`config.mk`:
```
export PLATFORM = sky130hd
export DESIGN_NAME = trng_ctrl
export DESIGN_NICKNAME = d
export VERILOG_FILES = /design/src/rtl/trng_ctrl.sv
export SDC_FILE = /design/constraint.sdc
export NUM_CORES = 1
export LEC_CHECK = 0
export ABC_AREA = 0
export BUFFER_PORTS_ARGS = -buffer_cell sky130_fd_sc_hd__buf_2
export CAP_MARGIN = 20
export CORE_ASPECT_RATIO = 0.9
export CORE_MARGIN = 10
export CORE_UTILIZATION = 63
export CTS_CLUSTER_SIZE = 14
export DETAILED_ROUTE_END_ITERATION = 10
export PLACE_DENSITY_LB_ADDON = 0.12
export SLEW_MARGIN = 20
export SYNTH_ARGS = -nofsm -noshare
export SYNTH_HDL_FRONTEND = slang
export SYNTH_SLANG_ARGS = --single-unit
```
`constraint.sdc`:
```
create_clock -name clk -period 4.5 [get_ports clk]
set_input_delay 0.9 -clock clk [delete_from_list [all_inputs] [get_ports clk]]
set_output_delay 0.9 -clock clk [all_outputs]
set_load 0.01 [all_outputs]
```
`src/rtl/trng_ctrl.sv`:
```
// Sequencing controller for the ring-oscillator entropy source: warm-up discard,
// repetition-count health test, optional von Neumann debiasing and byte delivery.
module trng_ctrl #(
  parameter int WARMUP_CYCLES = 64,
  parameter int REP_LIMIT     = 16,
  parameter bit DEBIAS        = 1'b1
) (
  input  logic       clk,
  input  logic       n_reset,
  input  logic       enable,
  input  logic       clear_fail,
  input  logic       raw_bit,
  input  logic       raw_valid,
  output logic       src_en,
  output logic [7:0] rand_byte,
  output logic       rand_valid,
  input  logic       rand_ready,
  output logic       busy,
  output logic       health_fail
);

  localparam logic [2:0] IDLE    = 3'd0;
  localparam logic [2:0] WARMUP  = 3'd1;
  localparam logic [2:0] COLLECT = 3'd2;
  localparam logic [2:0] HOLD    = 3'd3;
  localparam logic [2:0] FAIL    = 3'd4;

  localparam int WW = $clog2(WARMUP_CYCLES + 1);
  localparam int RW = $clog2(REP_LIMIT + 1);
  localparam logic [WW-1:0] WARM_LAST = WW'(WARMUP_CYCLES - 1);
  localparam logic [RW-1:0] REP_MAX   = RW'(REP_LIMIT);

  logic [2:0]    state;
  logic [WW-1:0] warm_cnt;
  logic [RW-1:0] run_cnt;
  logic          prev_bit;
  logic          pair_full;
  logic          pair_bit;
  logic [7:0]    shift;
  logic [2:0]    bit_cnt;

  logic          sampling;
  logic [RW-1:0] run_next;
  logic          trip;
  logic          out_valid;
  logic          out_bit;
  logic          byte_done;

  assign sampling = raw_valid && enable && (state == WARMUP || state == COLLECT);

  // A run count of zero marks the first sample since WARMUP was entered.
  // NOTE: every signal written in always_comb gets a default first so no latch is inferred.
  always_comb begin
    run_next = RW'(1);
    if (run_cnt != '0 && raw_bit == prev_bit)
      run_next = (run_cnt == REP_MAX) ? run_cnt : run_cnt + 1'b1;
  end

  assign trip = sampling && (run_next == REP_MAX);

  always_comb begin
    out_valid = 1'b0;
    out_bit   = raw_bit;
    if (sampling && state == COLLECT) begin
      if (!DEBIAS) begin
        out_valid = 1'b1;
      end else if (pair_full && pair_bit != raw_bit) begin
        out_valid = 1'b1;
        out_bit   = pair_bit;
      end
    end
  end

  // A health trip on the completing sample suppresses the byte.
  assign byte_done = out_valid && !trip && (bit_cnt == 3'd7);

  // NOTE: sequential state uses non-blocking assignments so every register samples pre-edge values.
  always_ff @(posedge clk) begin
    if (!n_reset) begin
      state     <= IDLE;
      warm_cnt  <= '0;
      run_cnt   <= '0;
      prev_bit  <= 1'b0;
      pair_full <= 1'b0;
      pair_bit  <= 1'b0;
      shift     <= 8'h00;
      bit_cnt   <= 3'd0;
      rand_byte <= 8'h00;
    end else begin
      case (state)
        IDLE: begin
          if (enable) begin
            state    <= WARMUP;
            warm_cnt <= '0;
            run_cnt  <= '0;
            bit_cnt  <= 3'd0;
          end
        end
        WARMUP: begin
          if (!enable) begin
            state <= IDLE;
          end else if (raw_valid) begin
            run_cnt  <= run_next;
            prev_bit <= raw_bit;
            if (trip) begin
              state <= FAIL;
            end else if (warm_cnt == WARM_LAST) begin
              state     <= COLLECT;
              pair_full <= 1'b0;
            end else begin
              warm_cnt <= warm_cnt + 1'b1;
            end
          end
        end
        COLLECT: begin
          if (!enable) begin
            state <= IDLE;
          end else if (raw_valid) begin
            run_cnt  <= run_next;
            prev_bit <= raw_bit;
            pair_bit <= raw_bit;
            if (DEBIAS) pair_full <= !pair_full;
            if (trip) begin
              state <= FAIL;
            end else if (out_valid) begin
              shift   <= {shift[6:0], out_bit};
              bit_cnt <= bit_cnt + 1'b1;
              if (byte_done) begin
                rand_byte <= {shift[6:0], out_bit};
                state     <= HOLD;
              end
            end
          end
        end
        HOLD: begin
          if (rand_ready) begin
            state     <= enable ? COLLECT : IDLE;
            pair_full <= 1'b0;
          end
        end
        FAIL: begin
          if (clear_fail) state <= IDLE;
        end
        default: state <= IDLE;
      endcase
    end
  end

  assign src_en      = (state == WARMUP) || (state == COLLECT) || (state == HOLD);
  assign busy        = src_en;
  assign rand_valid  = (state == HOLD);
  assign health_fail = (state == FAIL);

endmodule

```
==> results of run 1 <==
-- per-stage QoR --
stage	utilization	worst slack [ns]	hold slack [ns]	area, sq um
2_1_floorplan	-	1.98	0.424	2100
3_3_place_gp	0.688	1.74	0.436	2140
3_5_place_dp	0.688	1.73	0.438	2140
4_1_cts	0.722	1.96	0.448	2250
5_1_grt	0.724	1.76	0.471	2250
6_report	0.724	1.97	0.447	2250
-- cells by family after synthesis --
logic type	count (synthesis)
buf+inv	20
simple gates	88
fa+ha+maj	5
mux	23
xor+xnor	6
flops	36
compound gates	54
-- cell type report --
class,count,area share
sequential,36,0.320
tap,42,0.0233
clock inverter,2,0.0155
inverter,9,0.0150
multi-input combinational,176,0.554
timing repair buffer,18,0.0400
clock buffer,6,0.0322
-- registers in the layout, summed over array words and instances (netlist names), 3 cells and up --
name,flops
state,3
shift,7
rand_byte,8
run_cnt,5
warm_cnt,7
bit_cnt,3
-- power by group --
part / switching [mW] / internal (mW) / total (mW)
clock: 0.117 / 0.164 / 0.281
combinational: 0.133 / 0.0854 / 0.218
sequential: 0.0313 / 0.331 / 0.363
total: 0.281 / 0.581 / 0.862
-- layer usage --
layer | vias to the layer above | GRT usage | share of wire
met5 | - | 0 | 0
met4 | 0 | 0.0403 | 0.0059
met3 | 4 | 0.0536 | 0.059
met2 | 31 | 0.204 | 0.43
met1 | 767 | 0.189 | 0.51
li1 | 867 | - | -
-- cells in the mapped netlist, types with 2 or more instances --
cell type,instances,area (sq um)
a21oi_1,12,60.1
a22oi_1,2,15.0
and3_1,2,12.5
buf_6,3,33.8
clkbuf_1,4,15.0
clkbuf_8,3,41.3
dfxtp_1,36,721
ha_1,5,62.6
inv_1,9,33.8
mux2i_1,23,230
nand2_1,20,75.1
nand3_1,8,40.0
nor2_1,31,116
nor3_1,4,20.0
nor3b_1,2,15.0
o2111ai_1,5,43.8
o211ai_1,3,22.5
o21ai_0,8,40.0
o21ai_1,2,10.0
o31ai_1,2,15.0
or3_1,5,31.3
xnor2_1,2,17.5
xor2_1,3,26.3
-- worst max path at each step --
stage,startpoint,end
after floorplan,raw_bit,bit_cnt[1]$_SDFFE_PN0P_
after global placement,raw_bit,bit_cnt[2]$_SDFFE_PN0P_
after detailed placement,raw_bit,bit_cnt[1]$_SDFFE_PN0P_
after CTS,run_cnt[0]$_SDFFE_PN0P_,rand_byte[1]$_SDFFE_PN0P_
after global routing,run_cnt[0]$_SDFFE_PN0P_,rand_byte[2]$_SDFFE_PN0P_
final,run_cnt[0]$_SDFFE_PN0P_,rand_byte[1]$_SDFFE_PN0P_
==> impl_metrics.toml, run 1 <==
[timing]
fin_skew_ns = 0.0104
relSlewSlack = 0.430
setup_tns_ns = 0
fin_crit_ns = 2.53
period_share = 0.561
drv_slew = 0
rsz0062_at_grt = "false"
fmax_ghz = 0.396
tightest_slew_ns = 0.855
hold_violations = 0
setup_viol = 0

[cells_and_area]
final_nets = 258
syn_to_final_growth_pct = 7.52
layout-drive-gt1-share = 0.174
fin_cells = 289
multi_input_area_sq_um = 1250
layout_common_cells = "dfxtp_1 (36), nor2_1 (31), mux2i_1 (23), nand2_1 (20), buf_2 (18)"
n_antenna_cell = 0
final_common_cell = "dfxtp_1"
layout.area.seq_sq_um = 721
fillers = 242

[routing]
postRouteWirelength_mm = 4.08
postRouteAntennaNets = 0
drt_iter0_markers = 159
wl_per_cell_microns = 14.1
via_count = 1669
vias_per_cell = 5.78
drcViolationCount = 0
dr.pass1.iters = 5

[global_routing]
grt_max_degree = 31
gr-total-overflow = 0
antenna_found_initial = 0
track_usage = 0.140
first_global_vias = 1510
grt_pass1_wl_mm = 6.84

[power_and_ir_drop]
finalPower_mw = 0.862
p_leak_nw = 0.852
irDropWorstVdd_uv = 260
powerDensity_nw_per_um2 = 382

[synthesis]
synth_edf_count = 0
synth_flop_cell = "dfxtp_1"
yosysUniqueCellTypes = 61
syn_area_sq_um = 2100
synth_xor_area_frac = 0.0286
ys_seq_area_frac = 0.344
synth-compound-area-share = 0.208
synth_fa_ha_area_frac = 0.0298
syn-instance-count = 232
ys_ff_latch = 36
muxShareOfSynthArea = 0.110
synth_top_family_by_area = "simple AND/OR/NAND/NOR gates"
synth_warnings = 0
synthesis.nets = 244
syn_avg_cell_area_sq_um = 9.04
yosys.area_share.simple = 0.217
ys_async_sr_fraction = 0

[floorplan]
pin_count = 19
die_w_microns = 80.8
coreArea_sq_um = 3110
die_h_microns = 74.7
rows = 19
start_util = 0.673
dieArea_sq_um = 6040

[clock_tree]
cts-resized-gates = 0
clock_sink_count = 36
cts_tree = "built"
cts_max_level = 2
clockRootBuffer = "clkbuf_8"
post_cts_buffers = 0
cts_buffers = 5
cts.path.max_buffers = 2
clk_pin_slew_ns = 0.07
hold_buffers = 0
clk_latency_ns = 0.29

[placement]
hpwl_mm = 2.96
dp_cells = 281
port_buffers = 18
gp_congestion = 0.868

[critical_path]
cp_max_fo = 9
r2r_end = "rand_byte[1]$_SDFFE_PN0P_"
r2r_cells = 7
r2r-start = "run_cnt[0]$_SDFFE_PN0P_"
endpoint_kind = "flip-flop"
crit_required_ns = 4.64
critPathLaunchType = "flip-flop"
regToRegSetupSlack_ns = 1.97
path_class = "flip-flop to flip-flop"
critPathBufInv = 0
arrival_ns = 2.67
cp_num_cells = 7
path_cells = "ha_1, nand3_1, xor2_1, a2111oi_4, a211oi_4, mux2i_1, nor2_1"
critPathMaxStageDelay_ns = 0.61
cpLargestDelayFamily = "compound AO/OA/AOI/OAI gates"
cp_slowest_cell = "a211oi_4"

[run]
cap_violations = 0

[worst_hold_path]
hold_class = "flip-flop to flip-flop"
hold_end = "warm_cnt[6]$_SDFFE_PN0P_"
worstHoldStart = "warm_cnt[6]$_SDFFE_PN0P_"
holdPathStages = 1

[run_status]
outcome = "finished, final reports clean"
Note: power is estimated with default switching activity, not from simulation.
==> run 2: changes to the inputs <==
--- a/config.mk
+++ b/config.mk
@@ -10,7 +10,7 @@
 export CAP_MARGIN = 20
 export CORE_ASPECT_RATIO = 0.9
 export CORE_MARGIN = 10
-export CORE_UTILIZATION = 63
+export CORE_UTILIZATION = 59
 export CTS_CLUSTER_SIZE = 14
 export DETAILED_ROUTE_END_ITERATION = 10
 export PLACE_DENSITY_LB_ADDON = 0.12
==> constraint.sdc (replaced) <==
create_clock -name clk -period 2.4 [get_ports clk]
set_input_delay 0.48 -clock clk [delete_from_list [all_inputs] [get_ports clk]]
set_output_delay 0.48 -clock clk [all_outputs]
set_load 0.01 [all_outputs]
==> impl_metrics.toml, run 2 (synthesis results as in run 1) <==
[worst_hold_path]
hold_class = "flip-flop to flip-flop"
holdPathStages = 1
worstHoldStart = "warm_cnt[6]$_SDFFE_PN0P_"
hold_end = "warm_cnt[6]$_SDFFE_PN0P_"

[cells_and_area]
fillers = 289
layout-drive-gt1-share = 0.229
syn_to_final_growth_pct = 13.7
utilization = 0.700
largest_reg_flops = 8
final_nets = 273
final_area_sq_um = 2380
top_register = "rand_byte"
fin_cells = 306
layout_common_cells = "dfxtp_1 (36), nor2_1 (31), mux2i_1 (23), nand2_1 (20), buf_2 (18)"
final_common_cell = "dfxtp_1"
n_antenna_cell = 0
largestRegisters = "rand_byte (8), shift (7), warm_cnt (7)"

[routing]
wl_per_cell_microns = 14.4
drcViolationCount = 0
dr.pass1.iters = 4
postRouteWirelength_mm = 4.40
vias_per_cell = 5.69
drt_iter0_markers = 126
postRouteAntennaNets = 0
via_count = 1742

[placement]
dp_cells = 298
hpwl_mm = 3.28
gp_congestion = 0.816
pre_cts_ws_ns = 0.131
placed_cell_area_sq_um = 2270
port_buffers = 18

[timing]
relSlewSlack = 0.693
fmax_ghz = 0.450
rsz0062_at_grt = "false"
fin_crit_ns = 2.22
hold_violations = 0
setup_tns_ns = 0
fin_skew_ns = 0.00402
tightest_slew_ns = 0.458
period_share = 0.927
drv_slew = 0
fin_ws_ns = 0.176
setup_viol = 0
hold_slack_ns = 0.442

[critical_path]
r2r_cells = 8
critPathMaxStageDelay_ns = 0.48
arrival_ns = 2.45
cp_max_fo = 9
cp_slowest_cell = "dfxtp_1"
regToRegSetupSlack_ns = 0.18
crit_required_ns = 2.63
critPathLaunchType = "flip-flop"
r2r-start = "run_cnt[0]$_SDFFE_PN0P_"
endpoint_kind = "flip-flop"
path_cells = "ha_1, nand3_1, xor2_2, a2111oi_4, buf_4, a21oi_4, o22a_4, mux2i_1"
path_class = "flip-flop to flip-flop"
r2r_end = "bit_cnt[2]$_SDFFE_PN0P_"

[floorplan]
coreArea_sq_um = 3400
die_h_microns = 76.6
dieArea_sq_um = 6340
die_w_microns = 82.8
start_util = 0.616
pin_count = 19
rows = 20

[global_routing]
grt_max_degree = 17
gr-total-overflow = 0
first_global_vias = 1566
gr-usage-met2 = 0.197
antenna_found_initial = 0
use_met1 = 0.189
grtUsageMet3 = 0.0417
grt_pass1_wl_mm = 7.44
track_usage = 0.139
grt_busiest_layer = "met2"

[power_and_ir_drop]
finalPower_mw = 1.60
powerDensity_nw_per_um2 = 670
p_leak_nw = 0.920
irDropWorstVdd_uv = 508

[clock_tree]
clk_pin_slew_ns = 0.08
cts.path.max_buffers = 2
clk_latency_ns = 0.30
cts_tree = "built"
cts_max_level = 2
clock_sink_count = 36
cts_buffers = 5
clockRootBuffer = "clkbuf_8"

[run]
cap_violations = 0

[run_status]
outcome = "finished, final reports clean"
## run 2: how the worst max path moves through the flow
stage	startpoint	to	slack, ns
after floorplan	run_cnt[0]$_SDFFE_PN0P_	bit_cnt[1]$_SDFFE_PN0P_	0.26
after global placement	run_cnt[0]$_SDFFE_PN0P_	bit_cnt[1]$_SDFFE_PN0P_	0.22
after detailed placement	run_cnt[0]$_SDFFE_PN0P_	bit_cnt[2]$_SDFFE_PN0P_	0.13
after CTS	run_cnt[0]$_SDFFE_PN0P_	bit_cnt[2]$_SDFFE_PN0P_	0.11
after global routing	run_cnt[0]$_SDFFE_PN0P_	warm_cnt[5]$_SDFFE_PN0P_	0.04
final	run_cnt[0]$_SDFFE_PN0P_	bit_cnt[2]$_SDFFE_PN0P_	0.18
## run 2: cell type report
| type | instances | area, sq um | share of cell area |
|---|---|---|---|
| Clock buffer | 5 | 68.8 | 0.0289 |
| Clock inverter | 3 | 21.3 | 0.00892 |
| Inverter | 9 | 33.8 | 0.0142 |
| Multi-Input combinational cell | 176 | 1270 | 0.532 |
| Sequential cell | 36 | 721 | 0.302 |
| Tap cell | 44 | 55.1 | 0.0231 |
| Timing Repair Buffer | 33 | 215 | 0.0903 |
## run 2: critical path: cells and delay by family (launching register included)
family | cells | cell delay, ns
compound gates | 3 | 0.65
buf+inv | 1 | 0.18
simple gates | 1 | 0.17
mux | 1 | 0.17
fa+ha+maj | 1 | 0.24
flops | 1 | 0.48
xor+xnor | 1 | 0.27
## run 2: layer usage
metal / wire length, microns / vias up / part of all wire
met5: 0 / - / 0
li1: - / 894 / -
met4: 69 / 0 / 0.016
met1: 2210 / 796 / 0.50
met2: 1820 / 47 / 0.41
met3: 293 / 5 / 0.067
## run 2: power breakdown
group | total, mW | switching (mW) | internal (mW)
clock | 0.445 | 0.239 | 0.206
sequential | 0.651 | 0.0302 | 0.621
combinational | 0.501 | 0.293 | 0.209
## run 2: what timing repair did
item                                    4_1_cts  5_1_grt
hold buffers                                  0        0
resized for setup                             0        3
buffers inserted                              0        0
endpoints found under the setup margin        0        5
==> run 3: changes to the inputs <==
--- a/config.mk
+++ b/config.mk
@@ -14,6 +14,7 @@
 export CTS_CLUSTER_SIZE = 14
 export DETAILED_ROUTE_END_ITERATION = 10
 export PLACE_DENSITY_LB_ADDON = 0.12
+export REMOVE_ABC_BUFFERS = 1
 export SLEW_MARGIN = 20
 export SYNTH_ARGS = -nofsm -noshare
 export SYNTH_HDL_FRONTEND = slang
==> impl_metrics.toml, run 3 (synthesis results as in run 1) <==
[power_and_ir_drop]
irDropWorstVdd_uv = 577
p_leak_nw = 0.926
powerDensity_nw_per_um2 = 703

[placement]
hpwl_mm = 3.34
port_buffers = 18
pre_cts_ws_ns = 0.165
placed_cell_area_sq_um = 2270
dp_cells = 297
gp_congestion = 0.880

[routing]
dr.pass1.iters = 4
wl_per_cell_microns = 14.9
postRouteWirelength_mm = 4.53
postRouteAntennaNets = 0
via_count = 1759
vias_per_cell = 5.77
drt_iter0_markers = 150
drcViolationCount = 0

[cells_and_area]
n_antenna_cell = 0
fin_cells = 305
final_area_sq_um = 2390
top_register = "rand_byte"
largest_reg_flops = 8
final_common_cell = "dfxtp_1"
final_nets = 272
layout_common_cells = "dfxtp_1 (36), nor2_1 (31), mux2i_1 (23), nand2_1 (20), buf_2 (18)"
layout-drive-gt1-share = 0.222
largestRegisters = "rand_byte (8), shift (7), warm_cnt (7)"
syn_to_final_growth_pct = 14.1

[clock_tree]
clk_latency_ns = 0.29
cts_max_level = 2
clockRootBuffer = "clkbuf_8"
clock_sink_count = 36
clk_pin_slew_ns = 0.07
cts.path.max_buffers = 2
post_cts_buffers = 0
cts_tree = "built"
cts_buffers = 5

[global_routing]
grt_max_degree = 26
grt_pass1_wl_mm = 7.56
first_global_vias = 1632
antenna_found_initial = 0
gr-total-overflow = 0
track_usage = 0.138

[critical_path]
critPathBufInv = 2
critPathLaunchType = "flip-flop"
crit_required_ns = 2.57
cpLargestDelayFamily = "flip-flops"
path_class = "flip-flop to flip-flop"
path_cells = "ha_1, nand3_1, xor2_2, a2111oi_4, buf_4, a211oi_4, buf_12, mux2i_1, nor2_1"
cp_slowest_cell = "dfxtp_1"
endpoint_kind = "flip-flop"
arrival_ns = 2.41
critPathMaxStageDelay_ns = 0.47
cp_max_fo = 9

[timing]
fmax_ghz = 0.446
hold_slack_ns = 0.441
fin_crit_ns = 2.24
fin_skew_ns = 0.00742
tightest_slew_ns = 0.452
period_share = 0.935
relSlewSlack = 0.696
drv_slew = 0
fin_ws_ns = 0.157
rsz0062_at_grt = "false"
setup_viol = 0
setup_tns_ns = 0
hold_violations = 0

[floorplan]
rows = 20
die_h_microns = 76.6
coreArea_sq_um = 3400
start_util = 0.616
dieArea_sq_um = 6340
die_w_microns = 82.8
pin_count = 19

[worst_hold_path]
hold_class = "flip-flop to flip-flop"

[run]
cap_violations = 0

[run_status]
outcome = "finished, final reports clean"
==> run 3: cell types whose count changed in the layout (fill, tap and decap cells not counted) <==
cell / delta
a2111oi_2: +1
o21ai_2: -1
buf_12: +1
o21ai_1: +1
inv_6: -1
a2111oi_4: -1
buf_4: -2
bufinv_16: +1
==> run 3: power breakdown <==
group	internal (mW)	leakage [nW]	total, mW	switching (mW)
combinational	0.201	0.582	0.488	0.287
sequential	0.621	0.291	0.659	0.0376
clock	0.307	0.0541	0.535	0.227
==> run 3: area by class of cell <==
cell class	instances	area, sq um
multi-input combinational	176	1250
fill	296	1010
sequential	36	721
timing repair buffer	32	220
clock buffer	5	68.8
tap	44	55.1
clock inverter	3	42.5
inverter	9	33.8
==> run 3: metrics by stage <==
stage	power, mW	util
6_report	1.68	0.703
5_1_grt	1.76	0.703
3_3_place_gp	1.15	0.668
4_1_cts	1.69	0.701
3_5_place_dp	1.15	0.668
2_1_floorplan	0.989	-
==> run 3: metal layers <==
metal	track usage	up-vias	share of wire
met3	0.0417	7	0.049
met1	0.183	823	0.50
met2	0.204	34	0.44
li1	-	895	-
met5	0	-	0
met4	0.0493	0	0.011
==> run 3: final timing paths <==
check                                 from                         to  slack [ns]  cells past startpoint
setup / recovery   run_cnt[0]$_SDFFE_PN0P_  rand_byte[5]$_SDFFE_PN0P_        0.16                      9
hold / removal    warm_cnt[6]$_SDFFE_PN0P_   warm_cnt[6]$_SDFFE_PN0P_        0.44                      1
setup reg to reg   run_cnt[0]$_SDFFE_PN0P_  rand_byte[5]$_SDFFE_PN0P_        0.16                      9
hold reg to reg   warm_cnt[6]$_SDFFE_PN0P_   warm_cnt[6]$_SDFFE_PN0P_        0.44                      1
==> run 3: repair_timing <==
action / in CTS / in global routing
hold buffers: 0 / 0
resized for setup: 0 / 1
endpoints found under the setup margin: 0 / 7
endpoints found under the hold margin: 0 / 0
